[src/rtl/io_console_pkg.sv]
// io_console_pkg
// Shared definitions for the io_console block: feeder FSM state encoding
// and the default geometry/timing parameters.
package io_console_pkg;

  typedef enum logic [2:0] {
    IDLE    = 3'd0,
    SETUP   = 3'd1,
    PRESS   = 3'd2,
    RELEASE = 3'd3,
    HALTED  = 3'd4
  } feed_state_e;

  localparam int DEPTH_DEF = 8;  // entries per queue, power of two 2..16
  localparam int HOLD_DEF  = 4;  // cycles proc_enter stays high per byte
  localparam int GAP_DEF   = 4;  // low cycles after each enter pulse

endpackage

[src/rtl/io_console_byte_fifo.sv]
// byte_fifo
// Byte-wide synchronous FIFO with power-of-two depth. Pointers carry one
// extra wrap bit so full and empty can be told apart without a counter.
// Ports:
//   clk, reset       clock, async active-high reset (empties the queue)
//   push_i, wdata_i  enqueue request and data
//   pop_i            dequeue request (ignored while empty)
//   rdata_o          head entry, combinational
//   full_o, empty_o  occupancy flags
module byte_fifo #(
  parameter int DEPTH = 8
) (
  input  logic       clk,
  input  logic       reset,
  input  logic       push_i,
  input  logic [7:0] wdata_i,
  input  logic       pop_i,
  output logic [7:0] rdata_o,
  output logic       full_o,
  output logic       empty_o
);

  localparam int AW = $clog2(DEPTH);

  logic [7:0]  mem_q [DEPTH];
  logic [AW:0] wr_q, wr_d;
  logic [AW:0] rd_q, rd_d;
  logic        do_push, do_pop;

  assign empty_o = (wr_q == rd_q);
  assign full_o  = (wr_q[AW] != rd_q[AW]) && (wr_q[AW-1:0] == rd_q[AW-1:0]);
  assign rdata_o = mem_q[rd_q[AW-1:0]];

  // A push into a full queue is accepted only when a pop frees the head slot
  // in the same cycle.
  assign do_pop  = pop_i && !empty_o;
  assign do_push = push_i && (!full_o || do_pop);

  always_comb begin
    wr_d = wr_q;
    rd_d = rd_q;
    if (do_push) wr_d = wr_q + 1'b1;
    if (do_pop)  rd_d = rd_q + 1'b1;
  end

  always_ff @(posedge clk or posedge reset) begin
    if (reset) begin
      wr_q <= '0;
      rd_q <= '0;
    end else begin
      wr_q <= wr_d;
      rd_q <= rd_d;
    end
  end

  always_ff @(posedge clk) begin
    if (do_push) mem_q[wr_q[AW-1:0]] <= wdata_i;
  end

endmodule

[src/rtl/io_console.sv]
// io_console
// Bridges a host to a simple processor console. Host bytes are queued and
// presented one at a time on proc_in with an enter strobe; every change on
// the processor output port is captured into a second queue for the host.
// Ports:
//   clk, reset                  clock, async active-high reset
//   host_wr, host_wdata         push a byte towards the processor
//   host_full                   input queue full
//   proc_in, proc_enter         data and strobe to the processor
//   proc_out, proc_halt         processor output port and halt flag
//   host_rd, host_rdata         pop / head of the captured-output queue
//   host_valid                  output queue non-empty
//   done, ovf                   sticky halt-seen / capture-dropped flags
module io_console
  import io_console_pkg::*;
#(
  parameter int DEPTH = DEPTH_DEF,
  parameter int HOLD  = HOLD_DEF,
  parameter int GAP   = GAP_DEF
) (
  input  logic       clk,
  input  logic       reset,
  input  logic       host_wr,
  input  logic [7:0] host_wdata,
  output logic       host_full,
  output logic [7:0] proc_in,
  output logic       proc_enter,
  input  logic [7:0] proc_out,
  input  logic       proc_halt,
  input  logic       host_rd,
  output logic [7:0] host_rdata,
  output logic       host_valid,
  output logic       done,
  output logic       ovf
);

  feed_state_e state_q, state_d;
  logic [7:0]  cnt_q, cnt_d;
  logic [7:0]  proc_in_q, proc_in_d;
  logic [7:0]  last_out_q;
  logic        done_q, ovf_q;

  logic [7:0]  in_head;
  logic        in_empty, in_pop;
  logic        out_full, out_empty, cap_push;

  byte_fifo #(.DEPTH(DEPTH)) u_in_q (
    .clk     (clk),
    .reset   (reset),
    .push_i  (host_wr && !host_full),
    .wdata_i (host_wdata),
    .pop_i   (in_pop),
    .rdata_o (in_head),
    .full_o  (host_full),
    .empty_o (in_empty)
  );

  assign cap_push = (proc_out != last_out_q);

  byte_fifo #(.DEPTH(DEPTH)) u_out_q (
    .clk     (clk),
    .reset   (reset),
    .push_i  (cap_push),
    .wdata_i (proc_out),
    .pop_i   (host_rd),
    .rdata_o (host_rdata),
    .full_o  (out_full),
    .empty_o (out_empty)
  );

  // cnt_q is a down-counter loaded on entry to PRESS/RELEASE; the state is
  // left when it reaches zero, giving HOLD and GAP cycles respectively.
  always_comb begin
    state_d   = state_q;
    cnt_d     = cnt_q;
    proc_in_d = proc_in_q;
    in_pop    = 1'b0;
    case (state_q)
      IDLE: begin
        if (!in_empty) begin
          state_d   = SETUP;
          proc_in_d = in_head;
        end
      end
      SETUP: begin
        state_d = PRESS;
        cnt_d   = 8'(HOLD - 1);
      end
      PRESS: begin
        if (cnt_q == 8'd0) begin
          state_d = RELEASE;
          cnt_d   = 8'(GAP - 1);
        end else begin
          cnt_d = cnt_q - 8'd1;
        end
      end
      RELEASE: begin
        if (cnt_q == 8'd0) begin
          state_d = IDLE;
          in_pop  = 1'b1;
        end else begin
          cnt_d = cnt_q - 8'd1;
        end
      end
      HALTED: ;
      default: state_d = IDLE;
    endcase
    // Halt overrides everything; the byte in flight stays queued.
    if (proc_halt) begin
      state_d   = HALTED;
      in_pop    = 1'b0;
      proc_in_d = proc_in_q;
    end
  end

  always_ff @(posedge clk or posedge reset) begin
    if (reset) begin
      state_q    <= IDLE;
      cnt_q      <= '0;
      proc_in_q  <= '0;
      last_out_q <= '0;
      done_q     <= 1'b0;
      ovf_q      <= 1'b0;
    end else begin
      state_q    <= state_d;
      cnt_q      <= cnt_d;
      proc_in_q  <= proc_in_d;
      last_out_q <= proc_out;
      if (proc_halt) done_q <= 1'b1;
      if (cap_push && out_full && !host_rd) ovf_q <= 1'b1;
    end
  end

  // Strobe decoded straight from the state register so reset drops it
  // without waiting for a clock edge.
  assign proc_enter = (state_q == PRESS);
  assign proc_in    = proc_in_q;
  assign host_valid = !out_empty;
  assign done       = done_q;
  assign ovf        = ovf_q;

endmodule

[config.mk]
export PLATFORM = sky130hd
export DESIGN_NAME = io_console
export DESIGN_NICKNAME = d
export VERILOG_FILES = /design/src/rtl/io_console_pkg.sv /design/src/rtl/io_console_byte_fifo.sv /design/src/rtl/io_console.sv
export SDC_FILE = /design/constraint.sdc
export NUM_CORES = 1
export LEC_CHECK = 0
export CAP_MARGIN = 15
export CORE_MARGIN = 4
export CORE_UTILIZATION = 58
export DETAILED_ROUTE_END_ITERATION = 8
export GPL_ROUTABILITY_DRIVEN = 0
export GPL_TIMING_DRIVEN = 1
export HOLD_SLACK_MARGIN = 0.15
export PLACE_DENSITY = 0.78
export SLEW_MARGIN = 10
export SYNTH_ARGS = -nofsm -noshare
export SYNTH_HDL_FRONTEND = slang
export SYNTH_HIERARCHICAL = 1
export SYNTH_SLANG_ARGS = --single-unit
[constraint.sdc]
create_clock -name clk -period 4.4 [get_ports clk]
set_input_delay 0.88 -clock clk [delete_from_list [all_inputs] [get_ports clk]]
set_output_delay 0.88 -clock clk [all_outputs]
set_load 0.01 [all_outputs]
# Word level (Yosys, flattened, before mapping)
# Memory sizes are Yosys's and may differ from the RTL's. A register that Yosys moved wholly into a read port is not among the register bits.
# Index checks and enable logic that the tools add are counted.
[op_classes] bitwise_logic=2 muxes=15 n_eq_ne=16 addsub=5 n_reduce_logical=22
[ops] op="$pmux W8 S3" n=1
[ops] op="$add A4 B1 Y4 const B" n=4
[ops] op="$mux W8" n=2
[ops] op="$pmux W3 S5" n=1
[ops] op="$mux W3" n=4
[ops] op="$logic_and A1 B1 Y1" n=9
[ops] op="$eq A4 B4 Y1" n=2
[ops] op="$logic_not A8 Y1" n=1
[ops] op="$ne A8 B8 Y1" n=1
[ops] op="$sub A8 B1 Y8 const B" n=1
[ops] op="$mux W1" n=7
[ops] op="$eq A3 B2 Y1 const B" n=2
[ops] op="$eq A3 B3 Y1" n=2
[ops] op="$ne A3 B3 Y1 const B" n=2
[ops] op="$logic_not A1 Y1" n=5
[ops] op="$ne A2 B2 Y1 const B" n=2
[ops] op="$reduce_and A4 Y1" n=1
[ops] op="$eq A3 B1 Y1 const B" n=1
[ops] op="$eq A3 B3 Y1 const B" n=1
[ops] op="$logic_not A3 Y1" n=1
[ops] op="$ne A3 B1 Y1 const B" n=1
[ops] op="$reduce_and A3 Y1" n=1
[ops] op="$reduce_bool A3 Y1" n=1
[ops] op="$logic_or A1 B1 Y1" n=2
[ops] op="3 further kinds" n=5
[word_totals] reg_bits=37 mem_count=2 output_inout_bits=21 mem_bits_rw=128
[memory_table] name="u_in_q.mem_q" depth=8 word_bits=8 rd=1 rd_clocked_by_memory_dff=1 write_ports=1 line_no="io_console_byte_fifo.sv:25" source="logic [7:0] mem_q [DEPTH];"
[memory_table] name="u_out_q.mem_q" depth=8 word_bits=8 rd=1 rd_clocked_by_memory_dff=0 write_ports=1 line_no="io_console_byte_fifo.sv:25"

# Longest topological paths before layout
# Gate-level depths: netlist (run 1).
[depth] ltp_word=9 depth_mapped=10

# Cells and area by module
# The synthesis (run 1) kept the hierarchy.
[modules_own_cells] mod="byte_fifo at u_out_q" seq_area_each_um2=2122.0 instances=1 area_per_inst_um2=3104.2 cells_per_inst=150
[modules_own_cells] mod="byte_fifo at u_in_q" seq_area_each_um2=2122.0 instances=1 area_per_inst_um2=2987.9 cells_per_inst=152
[modules_own_cells] mod="io_console" seq_area_each_um2=725.7 instances=1 area_per_inst_um2=1386.3 cells_per_inst=121

# Least setup slack after synthesis (run 1)
# No wires, ideal clock.
[synth_timing] path_type="flip-flop to flip-flop" from="register cnt_q[0]" to="memory u_in_q.mem_q[5][0], enable pin" arrival_ns=2.772 stages_incl_launch_ff=9 t_required_ns=4.002 setup_time_ns=0.398 path_slack_ns=1.230 path_cell_list="dfrtp_1 > inv_1 > ha_1 > nor4b_4 > nand2_1 > nor4_1 > clkbuf_1 > nor3_1 > nor4b_1"
[synth_between] elab_chain_len=9
[synth_lines] element="from (decl)" line_no="io_console.sv:38" source="logic [7:0] cnt_q, cnt_d;"
[synth_lines] element="from (signal assigned)" line_no="io_console.sv:126" source="cnt_q <= cnt_d;"
[synth_lines] element="$logic_not A8 Y1" line_no="io_console.sv:98" source="if (cnt_q == 8'd0) begin"
[synth_lines] element="$mux W1" line_no="io_console.sv:98"
[synth_lines] element="$mux W1" line_no="io_console.sv:78" source="case (state_q)"
[synth_lines] element="$mux W1" line_no="io_console.sv:109" source="if (proc_halt) begin"
[synth_lines] element="net in_pop" line_no="io_console.sv:44" source="logic in_empty, in_pop;"
[synth_lines] element="$logic_and A1 B1 Y1" line_no="io_console_byte_fifo.sv:36" source="assign do_pop = pop_i && !empty_o;"
[synth_lines] element="$logic_or A1 B1 Y1" line_no="io_console_byte_fifo.sv:37" source="assign do_push = push_i && (!full_o || do_pop);"
[synth_lines] element="$logic_and A1 B1 Y1" line_no="io_console_byte_fifo.sv:37"
[synth_lines] element="$mux W1" line_no="io_console_byte_fifo.sv:57" source="if (do_push) mem_q[wr_q[AW-1:0]] <= wdata_i;"
[synth_lines] element="$mux W1 (implied by the code)" line_no="io_console_byte_fifo.sv:57"
[synth_lines] element="to (decl)" line_no="io_console_byte_fifo.sv:25"
# The timed path passes the listed nets, and every way through them passes these cells.

# Worst setup path after layout (run 1)
[layout_timing] from="register u_out_q.rd_q[1]" to="output port host_valid"
[layout_between] elab_chain_len=2
[layout_lines] element="from (decl)" line_no="io_console_byte_fifo.sv:27" source="logic [AW:0] rd_q, rd_d;"
[layout_lines] element="from (signal assigned)" line_no="io_console_byte_fifo.sv:52" source="rd_q <= rd_d;"
[layout_lines] element="$eq A4 B4 Y1" line_no="io_console_byte_fifo.sv:30" source="assign empty_o = (wr_q == rd_q);"
[layout_lines] element="net out_empty" line_no="io_console.sv:45" source="logic out_full, out_empty, cap_push;"
[layout_lines] element="$logic_not A1 Y1" line_no="io_console.sv:138" source="assign host_valid = !out_empty;"
[layout_lines] element="to (decl)" line_no="io_console.sv:32" source="output logic host_valid,"
# The timed path passes the listed nets, and every way through them passes these cells.

==> impl_metrics.ini, run 1 <==
[outcome]
status = completed

[timing]
final_period_minus_worst_setup_slack_ns = 3.486
tightest_slew_ns = 0.9435
hold_viol = 0
slew_violations = 0
setup_viol = 0
finalClockSkew_ns = 0.009918
rsz0062_at_grt = false
fmax_mhz = 286.8
final.setup.tns_ns = 0
fin_crit_sh_pct = 79.23
relSlewSlack_pct = 36.87

[setup_path]
arrival_ns = 2.61
worst_r2r_endpoint = u_in_q/mem_q[7][5]$_DFFE_PP_
r2r-start = cnt_q[0]$_DFFE_PP0P_
start_kind = register
crit_path_end_kind = output port
criticalPathCategory = reg2out
cp_max_fo = 20
r2r_cells = 8
cp.required_ns = 3.52
r2r_slack_ns = 1.21

[floorplan]
fp.dieW_um = 121.6
floorplan.initialDensity_pct = 59.26
core-area_mm2 = 0.01262
io_pins = 42
num_rows = 41
die_h_um = 121.6
dieArea_mm2 = 0.01477

[clock_tree]
cts_htree_levels = 4
path_clk_slew_ns = 0.07
cts_tree = yes
clock_latency_ns = 0.42
postCtsSetupRepairBufs = 0
cts_buffer_depth = 2
hold_buffers = 0
numCtsBuffers = 17
root_buffer = clkbuf_16
clock-sinks = 173
cts_resized = 0

[layout]
multi_input_area_mm2 = 0.002300
drive_gt1_share_pct = 25.76
final_common_cell = edfxtp_1
nNetsFinal = 506
syn_to_final_growth_pct = 16.01
antenna_cells = 0
regArea_mm2 = 0.004970
nFillCells = 831
layout_common_cells = 128 x edfxtp_1, 45 x dfrtp_1, 41 x clkdlybuf4s50_1, 24 x mux4_2
instances_no_fill = 665

[pwr]
seqPwrFrac_pct = 45.1
p_comb_share_pct = 27.4
worst_ir_drop_vdd_uv = 345.7
power_density_mw_per_mm2 = 610.6
p_int_mw = 3.671
power.static_leakage_nw = 3.086
p_clk_share_pct = 27.4
power_switching_mw = 1.626
swShare_pct = 30.70

[global_route]
grt_pass1_vias = 4037
global_route.overflow_total = 0
grt_max_degree = 22
antenna_found_initial = 0
grt_usage_pct = 20.06
grt_pass1_wl_um = 22140

[logic_synthesis]
yosys.area_share.xor_xnor_pct = 3.547
syn_area_per_cell_um2 = 17.68
synth-simple-area-share_pct = 7.161
synth_compound_area_share_pct = 4.266
synth_edf_count = 128
synthMuxAreaShare_pct = 14.86
synth_cells = 423
synth-seq-cells = 173
synth_top_family_by_area = multiplexers
async_reset_ff_share_pct = 26.01
syn-cell-area_mm2 = 0.007478
synth_cell_type_count = 64
ys_seq_area_share_pct = 66.45
synth_nets = 449
synth_fa_ha_area_share_pct = 0.8365
yosys_warnings = 6
synth_flop_cell = edfxtp_1

[route]
routed_wl_um = 13780
routed_via_density = 5.932
drt_iter0_drc = 369
vias = 3945
ant_nets = 0
routedWlPerCell_um = 20.72
drc = 0
firstDrtPassIters = 5

[place]
dp.cells = 633
io_buffers = 41
place_hpwl_um = 8970

[min_path]
min_from = done$_DFFE_PP0P_
hold_class = reg2reg
worstHoldPathCells = 1
holdPathEnd = done$_DFFE_PP0P_

[run]
max_cap_violations = 0
final cells by class:
cell class                      instances  area share (%)
Clock inverter                         15           1.933
Sequential cell                       173           57.28
Clock buffer                           17           4.903
Tap cell                              172           2.481
Inverter                               10          0.4327
Timing Repair Buffer                   61           6.461
Multi-Input combinational cell        217           26.51
worst max-delay path, cell delays in order, from the launching register on:
cell and delay [ns]:
dfrtp_1 0.94, xnor2_2 0.19, nand3_2 0.34, nor2_1 0.19, inv_1 0.06, clkdlybuf4s50_1 0.47
worst max path at each step:
stage                                      startpoint                       endpoint  slack [ns]
after floorplan                  cnt_q[0]$_DFFE_PP0P_   u_in_q/mem_q[5][0]$_DFFE_PP_        1.23
after global placement                    proc_out[3]  u_out_q/mem_q[4][3]$_DFFE_PP_        0.98
after detailed placement                  proc_out[3]  u_out_q/mem_q[1][7]$_DFFE_PP_        0.86
after CTS                 u_out_q/rd_q[1]$_DFFE_PP0P_                     host_valid        0.87
after global routing      u_out_q/rd_q[1]$_DFFE_PP0P_                     host_valid        0.76
final                     u_out_q/rd_q[1]$_DFFE_PP0P_                     host_valid        0.91
layer usage:
metal	track usage [%]	up-vias	wire length, um
met2	34.68	129	7511
met5	0	-	0
met1	25.42	2013	5373
li1	-	1782	-
met4	6.723	0	230
met3	4.364	21	660
kinds of logic after synthesis:
group                    count (synthesis)
AO/OA/AOI/OAI                           36
XOR/XNOR                                26
adder cells (fa/ha/maj)                  5
buffers and inverters                   33
flip-flops                             173
multiplexers                            61
AND/OR/NAND/NOR                         89
flip-flops by register name, indices dropped and copies added (netlist names):
register,count
proc_in,8
u_in_q/mem_q,64
cnt_q,8
u_out_q/mem_q,64
last_out_q,8
u_out_q/wr_q,4
u_out_q/rd_q,4
u_in_q/rd_q,4
done,1
state_q,3
u_in_q/wr_q,4
ovf,1
power by group through the flow:
stage / Sequential [mW] / Combinational [mW] / Clock [mW]
CTS: 2.40 / 1.48 / 1.48
finish: 2.39 / 1.45 / 1.45
floorplan: 2.27 / 1.12 / 0
detailed placement: 2.42 / 1.46 / 0
global route: 2.43 / 1.57 / 1.55
global placement: 2.40 / 1.42 / 0
Yosys cell counts, types with 2 or more instances:
master | number | area share [%]
xor2_1 | 10 | 1.2
nor2_1 | 17 | 0.85
o31ai_2 | 2 | 0.33
mux2_4 | 9 | 1.8
mux4_1 | 8 | 2.8
or4_1 | 3 | 0.30
a21oi_1 | 3 | 0.20
and3_1 | 2 | 0.17
o311ai_1 | 2 | 0.23
inv_1 | 10 | 0.50
buf_6 | 8 | 1.2
nor2b_1 | 2 | 0.17
buf_4 | 2 | 0.20
nand2_1 | 16 | 0.80
o31ai_1 | 2 | 0.20
o311ai_0 | 2 | 0.23
mux2_2 | 20 | 3.0
o21ai_0 | 5 | 0.33
nand4_1 | 5 | 0.42
ha_1 | 5 | 0.84
xnor2_1 | 11 | 1.3
clkbuf_1 | 5 | 0.25
nand3_1 | 4 | 0.27
a31oi_1 | 2 | 0.17
o211ai_1 | 2 | 0.20
xnor2_2 | 5 | 1.1
dfrtp_1 | 45 | 15
o22ai_1 | 3 | 0.25
edfxtp_1 | 128 | 51
mux4_2 | 24 | 7.2
or3_1 | 4 | 0.33
nand2b_1 | 4 | 0.33
nor4_1 | 8 | 0.67
nand3_2 | 2 | 0.27
nor3_1 | 9 | 0.60
buf_2 | 6 | 0.40
per-stage QoR:
stage | worst slack (ns) | instance area [um2] | total power [mW] | utilization, % | hold WS (ns)
final | 0.9138 | 8676 | 5.297 | 68.75 | 0.4847
after global routing | 0.7582 | 8676 | 5.550 | 68.75 | 0.4823
after CTS | 0.8686 | 8676 | 5.350 | 68.75 | 0.4760
after detailed placement | 0.8565 | 8083 | 3.888 | 64.05 | 0.4568
after global placement | 0.9816 | 8083 | 3.819 | 64.05 | 0.4490
after floorplan | 1.230 | 7478 | 3.385 | - | 0.4968
Note: power is estimated with default switching activity, not from simulation.
==> run 2, diff against run 1 <==
CORE_UTILIZATION = 54   (was 58)
PLACE_DENSITY = 0.76   (was 0.78)
clock period = 2.9 ns   (was 4.4 ns; I/O delays follow)
==> run 2 against run 1 <==
Against the previous run: via count rose by 0.58%; power is 52% higher; highest routed layer unchanged; hold slack worse by 0.021 ns; final area grew 2.0%; largest cell class unchanged; sequential cell count stayed put; die area rose by 6.9%.
==> impl_metrics.ini, run 2 (synthesized netlist as in run 1, its figures left out) <==
[timing]
final_period_minus_worst_setup_slack_ns = 2.747
final.setup.tns_ns = 0
relSlewSlack_pct = 30.93
slew_violations = 0
hold_viol = 0
rsz0062_at_grt = false
finalClockSkew_ns = 0.01072
tightest_slew_ns = 1.028
fin_crit_sh_pct = 94.73
fmax_mhz = 364.0
whs_ns = 0.4640
setup_viol = 0

[global_route]
grt_pass1_vias = 4060
grt_max_degree = 23
antenna_found_initial = 0
grt_usage_pct = 17.95
global_route.overflow_total = 0
grt_pass1_wl_um = 21710

[layout]
nNetsFinal = 525
antenna_cells = 0
nFillCells = 870
instances_no_fill = 688
syn_to_final_growth_pct = 18.35
drive_gt1_share_pct = 28.91
layout_common_cells = 128 x edfxtp_1, 44 x dfrtp_1, 35 x buf_4, 33 x clkdlybuf4s50_1, 26 x mux4_2
final_common_cell = edfxtp_1

[clock_tree]
clock-sinks = 173
cts_tree = yes
cts_buffer_depth = 2
root_buffer = clkbuf_16
path_clk_slew_ns = 0.07
clock_latency_ns = 0.43
cts_htree_levels = 4
hold_buffers = 0
numCtsBuffers = 17

[route]
drt_iter0_drc = 370
drc = 0
routedWlPerCell_um = 19.58
routed_wl_um = 13470
routed.top_layer = met4
routed_via_density = 5.767
vias = 3968
dr_wl_met3_um = 557
ant_nets = 0
wl_met2_um = 7148
firstDrtPassIters = 4
wl_met1_um = 5602

[setup_path]
r2r-start = cnt_q[0]$_DFFE_PP0P_
cp_max_fo = 10
criticalPathCategory = reg2out
start_kind = register
worst_r2r_endpoint = u_in_q/mem_q[0][3]$_DFFE_PP_
r2r_slack_ns = 0.22
arrival_ns = 2.17
cp.required_ns = 2.32
r2r_cells = 9
crit_path_end_kind = output port

[outcome]
status = completed

[place]
place_hpwl_um = 8845
dp.cells = 652
io_buffers = 41

[pwr]
power.static_leakage_nw = 3.203
worst_ir_drop_vdd_uv = 630.2
power_density_mw_per_mm2 = 911.4

[floorplan]
num_rows = 42
dieArea_mm2 = 0.01580
floorplan.initialDensity_pct = 55.81
core-area_mm2 = 0.01340
fp.dieW_um = 125.7
die_h_um = 125.7
io_pins = 42

[run]
max_cap_violations = 0

[min_path]
min_from = done$_DFFE_PP0P_
worstHoldPathCells = 1
holdPathEnd = done$_DFFE_PP0P_
hold_class = reg2reg
[run 2: worst max-delay path by stage]
| stage | cells after the start | start | slack (ns) | to |
|---|---|---|---|---|
| 2_1_floorplan | 8 | cnt_q[0]$_DFFE_PP0P_ | -0.17 | u_in_q/mem_q[1][0]$_DFFE_PP_ |
| 3_3_place_gp | 7 | proc_out[4] | 0.04 | u_out_q/mem_q[3][2]$_DFFE_PP_ |
| 3_5_place_dp | 6 | proc_out[4] | 0.003 | u_out_q/mem_q[2][1]$_DFFE_PP_ |
| 4_1_cts | 4 | u_out_q/rd_q[0]$_DFFE_PP0P_ | -0.06 | host_rdata[4] |
| 5_1_grt | 9 | cnt_q[1]$_DFFE_PP0P_ | 0.03 | u_in_q/mem_q[1][3]$_DFFE_PP_ |
| 6_report | 4 | u_out_q/rd_q[0]$_DFFE_PP0P_ | 0.15 | host_rdata[5] |
[run 2: cell type report]
type / instances / area [um2] / share of cell area, %
flip-flops and latches: 173 / 4971 / 56.16
multi-input cells: 217 / 2292 / 25.90
repair buffers: 80 / 758.2 / 8.567
clock buffers: 17 / 425.4 / 4.806
well taps: 176 / 220.2 / 2.488
clock inverters: 15 / 146.4 / 1.654
inverters: 10 / 37.54 / 0.4241
[run 2: routing by layer]
metal  GRT usage (%)  vias up
met5               0        -
met4           5.421        0
met3           4.869       13
met2           29.99      103
met1           23.27     2031
li1                -     1821
[run 2: worst max-delay path, cell delays in order (launching register included)]
cell and delay (ns):
dfrtp_2 0.41, buf_12 0.16, mux4_1 0.60, mux2_4 0.29, dlygate4sd2_1 0.28
[run 2: timing repair]
action | in CTS | in global routing
endpoints found under the setup margin | 8 | 18
cloned | 1 | 0
endpoints found under the hold margin | 0 | 0
setup buffers | 1 | 2
pin swaps | 0 | 1
gates resized for setup | 8 | 4
[run 2: per-stage QoR]
step / area, um2 / setup slack [ns] / utilization (%) / total power, mW
2_1_floorplan: 7485 / -0.1721 / - / 5.140
3_3_place_gp: 8225 / 0.04013 / 61.38 / 5.820
5_1_grt: 8851 / 0.03254 / 66.05 / 8.467
3_5_place_dp: 8225 / 0.003219 / 61.38 / 5.930
6_report: 8851 / 0.1529 / 66.05 / 8.067
4_1_cts: 8838 / -0.05887 / 65.96 / 8.128
[run 2: where the power goes]
part / internal (mW) / total, mW / leakage, nW / switching [mW]
logic: 1.24 / 2.35 / 1.20 / 1.10
registers: 3.23 / 3.55 / 1.73 / 0.316
clock network: 1.15 / 2.17 / 0.277 / 1.03
total: 5.62 / 8.07 / 3.20 / 2.45
